File: config.mk
export PLATFORM = sky130hd
export DESIGN_NAME = hilo_div_unit
export DESIGN_NICKNAME = d
export VERILOG_FILES = /design/src/rtl/hilo_div_unit.sv
export SDC_FILE = /design/constraint.sdc
export NUM_CORES = 1
export LEC_CHECK = 0
export ABC_CLOCK_PERIOD_IN_PS = 5100
export BUFFER_PORTS_ARGS = -buffer_cell sky130_fd_sc_hd__buf_2
export CELL_PAD_IN_SITES_DETAIL_PLACEMENT = 1
export CELL_PAD_IN_SITES_GLOBAL_PLACEMENT = 1
export CORE_UTILIZATION = 40
export CTS_BUF_LIST = sky130_fd_sc_hd__clkbuf_16
export CTS_CLUSTER_SIZE = 40
export DETAILED_ROUTE_END_ITERATION = 8
export GPL_ROUTABILITY_DRIVEN = 0
export PLACE_DENSITY_LB_ADDON = 0.08
export SYNTH_ARGS = -nofsm -noshare
export SYNTH_HDL_FRONTEND = slang
export SYNTH_SLANG_ARGS = --single-unit
export TNS_END_PERCENT = 50
File: constraint.sdc
create_clock -name clk -period 5.1 [get_ports clk]
set_clock_uncertainty 0.2 [all_clocks]
set_input_delay 0.255 -clock clk [delete_from_list [all_inputs] [get_ports clk]]
set_output_delay 0.255 -clock clk [all_outputs]
set_load 0.05 [all_outputs]
File: src/rtl/hilo_div_unit.sv
// Multi-cycle radix-2 restoring divider for DIV/DIVU; HI = remainder, LO = quotient.
// Optional macro DIV_EARLY_EXIT_EN: finish at accept when |dividend| < |divisor|.
module hilo_div_unit #(
  parameter int DATA_W = 32
) (
  input  logic              clk,
  input  logic              rst,
  input  logic              start_i,
  input  logic              signed_i,
  input  logic [DATA_W-1:0] opdata1_i,
  input  logic [DATA_W-1:0] opdata2_i,
  input  logic              annul_i,
  output logic              busy_o,
  output logic              ready_o,
  output logic              we_o,
  output logic [DATA_W-1:0] hi_o,
  output logic [DATA_W-1:0] lo_o
);

  localparam int CNT_W = $clog2(DATA_W);

  typedef enum logic [1:0] {
    ST_FREE   = 2'b00,
    ST_BYZERO = 2'b01,
    ST_ON     = 2'b10,
    ST_END    = 2'b11
  } state_t;

  state_t              state_reg, state_next;
  logic [CNT_W-1:0]    cnt_reg, cnt_next;
  logic [2*DATA_W:0]   div_reg, div_next;
  logic [DATA_W-1:0]   divisor_reg, divisor_next;
  logic                neg_q_reg, neg_q_next;
  logic                neg_r_reg, neg_r_next;
  logic [DATA_W-1:0]   hi_reg, hi_next;
  logic [DATA_W-1:0]   lo_reg, lo_next;

  logic                op1_neg, op2_neg;
  logic [DATA_W-1:0]   abs1, abs2;
  logic [DATA_W+1:0]   diff;
  logic [2*DATA_W:0]   iter_val;
  logic [DATA_W-1:0]   quo, rem;

  assign op1_neg = signed_i & opdata1_i[DATA_W-1];
  assign op2_neg = signed_i & opdata2_i[DATA_W-1];
  assign abs1    = op1_neg ? -opdata1_i : opdata1_i;
  assign abs2    = op2_neg ? -opdata2_i : opdata2_i;

  // Trial subtract on the left-shifted partial remainder; the top bit of
  // div_reg is always zero, so it doubles as the guard bit for the borrow.
  assign diff     = div_reg[2*DATA_W:DATA_W-1] - {2'b00, divisor_reg};
  assign iter_val = diff[DATA_W+1] ? {div_reg[2*DATA_W-1:0], 1'b0}
                                   : {diff[DATA_W:0], div_reg[DATA_W-2:0], 1'b1};
  assign quo      = iter_val[DATA_W-1:0];
  assign rem      = iter_val[2*DATA_W-1:DATA_W];

  always_ff @(posedge clk) begin
    if (rst) begin
      state_reg <= ST_FREE;
    end else begin
      state_reg <= state_next;
    end
  end

  always_ff @(posedge clk) begin
    if (rst) begin
      cnt_reg     <= '0;
      div_reg     <= '0;
      divisor_reg <= '0;
      neg_q_reg   <= 1'b0;
      neg_r_reg   <= 1'b0;
      hi_reg      <= '0;
      lo_reg      <= '0;
    end else begin
      cnt_reg     <= cnt_next;
      div_reg     <= div_next;
      divisor_reg <= divisor_next;
      neg_q_reg   <= neg_q_next;
      neg_r_reg   <= neg_r_next;
      hi_reg      <= hi_next;
      lo_reg      <= lo_next;
    end
  end

  always_comb begin
    state_next   = state_reg;
    cnt_next     = cnt_reg;
    div_next     = div_reg;
    divisor_next = divisor_reg;
    neg_q_next   = neg_q_reg;
    neg_r_next   = neg_r_reg;
    hi_next      = hi_reg;
    lo_next      = lo_reg;
    busy_o       = 1'b0;
    ready_o      = 1'b0;

    case (state_reg)
      ST_FREE: begin
        if (start_i && !annul_i) begin
          neg_q_next   = op1_neg ^ op2_neg;
          neg_r_next   = op1_neg;
          divisor_next = abs2;
          div_next     = {{(DATA_W+1){1'b0}}, abs1};
          cnt_next     = '0;
          if (opdata2_i == '0) begin
            state_next = ST_BYZERO;
`ifdef DIV_EARLY_EXIT_EN
          end else if (abs1 < abs2) begin
            state_next = ST_END;
            hi_next    = opdata1_i;
            lo_next    = '0;
`endif
          end else begin
            state_next = ST_ON;
          end
        end
      end
      ST_BYZERO: begin
        busy_o = 1'b1;
        if (annul_i) begin
          state_next = ST_FREE;
        end else begin
          state_next = ST_END;
          hi_next    = '0;
          lo_next    = '0;
        end
      end
      ST_ON: begin
        busy_o = 1'b1;
        if (annul_i) begin
          state_next = ST_FREE;
          cnt_next   = '0;
        end else begin
          div_next = iter_val;
          cnt_next = cnt_reg + CNT_W'(1);
          if (cnt_reg == CNT_W'(DATA_W-1)) begin
            state_next = ST_END;
            hi_next    = neg_r_reg ? -rem : rem;
            lo_next    = neg_q_reg ? -quo : quo;
          end
        end
      end
      ST_END: begin
        ready_o    = !annul_i;
        state_next = ST_FREE;
      end
      default: state_next = ST_FREE;
    endcase
  end

  assign we_o = ready_o;
  assign hi_o = hi_reg;
  assign lo_o = lo_reg;

endmodule
== Word level (Yosys, flattened, before mapping) ==
Index checks and enable logic that the tools add are counted.
Operators by class
  order comparisons: 0
  bitwise gates (word level): 3
  divide/modulo/power cells: 0
  add/subtract/negate cells: 6
  equal/unequal tests: 9
  multiply operators: 0
  reductions and logical operators: 12
  mux-type cells: 26
  shifts and indexed selects: 0
Operators with widths (count)
  $mux 32: 9
  $mux 65: 3
  $pmux 65 s2: 1
  $neg 32->32: 4
  $pmux 32 s2: 2
  $sub 34x32->34: 1
  $logic_not 32->1: 1
  $mux 2: 5
  $mux 5: 2
  $pmux 5 s2: 1
  $ne 2x2->1 const B: 4
  $pmux 2 s4: 1
  $reduce_and 2->1: 3
  $add 5x1->5 const B: 1
  $eq 5x5->1 const B: 1
  $eq 2x2->1 const B: 2
  $reduce_and 4->1: 1
  $reduce_bool 2->1: 2
  $ne 3x3->1 const B: 1
  $reduce_and 3->1: 1
  $and 1x1->1: 2
  $eq 2x1->1 const B: 1
  $logic_not 2->1: 1
  $mux 1: 2
  other kinds (4): 4
Storage, ports and cells
  memories kept: 0
  flip-flop bits (word level): 170
  input bits: 69
  latch bits: 0
  memory bits (read-only): 0
  bits in writable memories: 0

== Logic depth before layout (Yosys ltp) ==
  word-level depth: 7
  gate-level depth with buffers: 25
  depth with buffers taken out: 21

== Least setup slack after synthesis ==
No wires, ideal clock.
  path kind: flip-flop to flip-flop
  start: register divisor_reg[8]
  end: register hi_reg[30], in the netlist hi_o[30]
  stages on the path, launching flop included: 22
  period minus slack after synthesis: 4758 ps
  library setup time: 117 ps
  arrival time: 4441 ps
  buffers on the path: 3
  slack: 342 ps
  data required time: 4783 ps
  path through: dfxtp_1 inv_1 ha_1 buf_2 a21oi_1 o21ai_1 a221oi_2 nand2_2 a41o_1 nor2_8 buf_1 buf_2 mux2i_1 ha_1 nand2_1 nor3_1 nand2_1 nor4_2 o221ai_2 o41ai_1 xor2_1 a22o_1
Between the ends
  word-level cells in the longest chain between the ends: 7
RTL lines
  start: declaration: line 32  | logic [DATA_W-1:0] divisor_reg, divisor_next;
  start signal: assignment: line 77  | divisor_reg <= divisor_next;
  $sub 34x32->34 (*): line 51  | assign diff = div_reg[2*DATA_W:DATA_W-1] - {2'b00, divisor_reg};
  $mux 65 (*): line 52  | assign iter_val = diff[DATA_W+1] ? {div_reg[2*DATA_W-1:0], 1'b0}
  $neg 32->32: line 138  | hi_next = neg_r_reg ? -rem : rem;
  $mux 32 (*): line 138
  $mux 32 (*): line 136  | if (cnt_reg == CNT_W'(DATA_W-1)) begin
  $mux 32 (*): line 130  | if (annul_i) begin
  $pmux 32 s2 (*): line 97  | case (state_reg)
  end signal: assignment: line 80  | hi_reg <= hi_next;
  end: declaration: line 35  | logic [DATA_W-1:0] hi_reg, hi_next;
Every way passes the cells marked *; elsewhere a longest branch is shown, timed or not. The select of a mux whose other input is x is not followed.
A chain may end at the register's enable or synchronous reset.

== Worst setup path in the final report ==
  start: register div_reg[37]
  end: register hi_reg[30], in the netlist hi_o[30]
Between the ends
  word-level cells in the longest chain between the ends: 7
RTL lines
  start: declaration: line 31  | logic [2*DATA_W:0] div_reg, div_next;
  start signal: assignment: line 76  | div_reg <= div_next;
  $sub 34x32->34: line 51
  $mux 65 (*): line 52
  $neg 32->32: line 138
  $mux 32 (*): line 138
  $mux 32 (*): line 136
  $mux 32 (*): line 130
  $pmux 32 s2 (*): line 97
Marks and branches as above.

==> flow_summary.toml <==
[sta]
fmax_mhz = 211
slew_viol_final = 0
hold_viol_final = 0
timing.final.crit_share_pct = 92.8
fin_crit_ns = 4.73
tightest_slew_ns = 1.14
setup_violations = 0
finalSetupTns_ns = 0
whs_ns = 0.0153
max-slew-margin-rel_pct = 24.1
finalWorstSetupSlack_ns = 0.368
rsz0062_at_grt = "false"

[routing]
first_pass_iters = 5
via_per_inst = 5.71
wl_per_cell_um = 19.1
wl_mm = 38.7
num_vias = 11564
drtIter0Drc = 712
post-route-drc-count = 0
antenna_left = 0

[floorplan]
rows = 61
dieHeight_um = 172
dieArea_um2 = 29700
core_um2 = 28200
num_io_pins = 136
die_w_um = 172
start_util_pct = 41.2

[synth]
yosys_warnings = 0
synth-edff-count = 0
seq_area_frac_synth_pct = 29.3
yosysUniqueCellTypes = 80
yosysMostFrequentCell = "nor2_1"
synth_cells = 1532
synth_seq_cells = 170
ys_async_sr_fraction_pct = 0
post_synth.cell_area_avg_um2 = 7.57
synthFlopType = "dfxtp_1"
netlist_area_um2 = 11600
synthesis.nets = 1645
synth_top_area_share_pct = 29.3
synth_area_leaders = "dfxtp_1 29%, xnor2_1 6.7%, nor2_1 6.2%"
yosys.area.top_type = "dfxtp_1"
synth_common_cells = "193 x nor2_1, 188 x nand2_1, 170 x dfxtp_1"

[cells_and_area]
final_util_pct = 47.2
antennaDiodeCount = 0
drive_gt1_share_pct = 13.9
largest_reg_flops = 65
final_nets = 1749
areaGrowthSynthToFinish_pct = 14.7

[min_path]
holdPathStages = 3
hp-start = "opdata1_i[0]"
hp-class = "in -> reg"
min_to = "div_reg[0]"

[pwr]
power_uw = 6060
p_per_area_nw_per_um2 = 455
p_leak_uw = 0.00520
peakVddDrop_mv = 0.329

[setup_path]
cp-start-kind = "register"
reg2reg_from = "div_reg[37]"
worstReg2RegEnd = "hi_o[30]"
critPathCaptureType = "register"
cp.required_ns = 5.23
cp_max_fo = 12
criticalPathCategory = "reg -> reg"
crit_arrival_ns = 4.86
r2r_cells = 21
r2r_setup_slack_ns = 0.37

[placement]
place_worst_setup_slack_ns = 0.225
hpwlAfterDp_mm = 28.6
port_buffers = 135

[global_routing]
grt_max_degree = 69
antenna_found_initial = 0
gr-total-overflow = 0
grt_pass1_wl_mm = 61.2
grt.total_usage_pct = 26.5
grt_pass1_vias = 11218

[cts]
clockRootBuffer = "clkbuf_16"
ctsLongestPathBuffers = 2
cts_sinks = 170
clk_pin_slew_worst_paths_ns = 0.08
cts_buffers = 17
htree_levels = 4
tritoncts = "done"
postCtsSetupRepairBufs = 0
clock_latency_ns = 0.44

[flow_run]
drv_cap = 0

[run_status]
status = "finished, final reports clean"
-- worst max path at each step --
stage	startpoint	endpoint	depth (start not counted)
floorplan	divisor_reg[8]	hi_o[30]	21
finish	div_reg[37]	hi_o[30]	21
global route	divisor_reg[6]	hi_o[28]	22
detailed placement	div_reg[37]	hi_o[30]	18
CTS	div_reg[37]	hi_o[30]	18
global placement	div_reg[37]	hi_o[30]	21
-- critical path, stage by stage (launching register included) --
cell and delay, ns:
dfxtp_1 0.35, ha_1 0.47, a21oi_2 0.25, o21ai_1 0.19, a221oi_2 0.36, nand2_2 0.14, a41o_1 0.34, nor2_8 0.16
inv_4 0.08, nand2_1 0.06, o21ai_0 0.13, inv_1 0.08, ha_1 0.20, nand2_1 0.08, nor3_1 0.26, nand2_1 0.17
nor4_2 0.16, buf_4 0.19, o221ai_2 0.15, o41ai_2 0.27, xor2_1 0.11, a22o_1 0.22
-- cells in the final DEF (no fill, tap or decap), drive strengths merged, types with 4 or more instances in the layout --
cell type and count:
a211oi 37, a21o 8, a21oi 120, a221oi 4
a22o 28, a22oi 54, a311oi 9, a31oi 11
and2 10, and3 6, buf 157, clkbuf 17
dfxtp 170, dlygate4sd3 18, ha 43, inv 66
mux2i 22, nand2 189, nand2b 16, nand3 16
nand3b 4, nand4 9, nor2 194, nor2b 11
nor3 35, nor4 14, o211ai 11, o21a 5
o21ai 104, o21bai 8, o31ai 27, o41ai 15
or2 7, or3 14, or4 5, xnor2 89
xor2 54
-- logic make-up after synthesis --
family	after synthesis	synth area share [%]
xor gates and xnor gates	143	10.8
DFF	170	29.3
buffers and inverters	148	5.14
adders and majority gates	44	4.81
and+or+nand+nor	541	21.2
AOI/OAI and AO/OA	462	26.6
muxes	24	2.09
-- area by class of cell --
type                    count  area (µm²)
repair buffers            175        1020
clock buffers              17         425
clock inverters            14         114
well taps                 378         473
inverters                  58         220
multi-input cells        1214        7640
fillers                  3549       14900
flip-flops and latches    170        3400
-- stage by stage --
| step | instance area (µm²) | cells |
|---|---|---|
| floorplan | 11600 | 1532 |
| global placement | 12600 | 1977 |
| detailed placement | 12600 | 1977 |
| CTS | 13300 | 2026 |
| global route | 13300 | 2026 |
| finish | 13300 | 2026 |
-- metal layers --
metal / global-route usage, % / share of wire (%)
met4: 5.66 / 1.0
met5: 0 / 0
met2: 39.5 / 42
met3: 3.34 / 4.2
met1: 39.9 / 53
-- power by group --
group / internal [µW] / switching (µW)
Combinational: 1070 / 2130
Sequential: 1460 / 146
Clock: 634 / 624
Total: 3160 / 2900
-- timing repair --
action | 4_1_cts | 5_1_grt
setup endpoints to repair | 0 | 5
endpoints found under the hold margin | 29 | 0
gates resized for setup | 0 | 3
hold buffers | 18 | 0
Note: power is estimated with default switching activity, not from simulation.
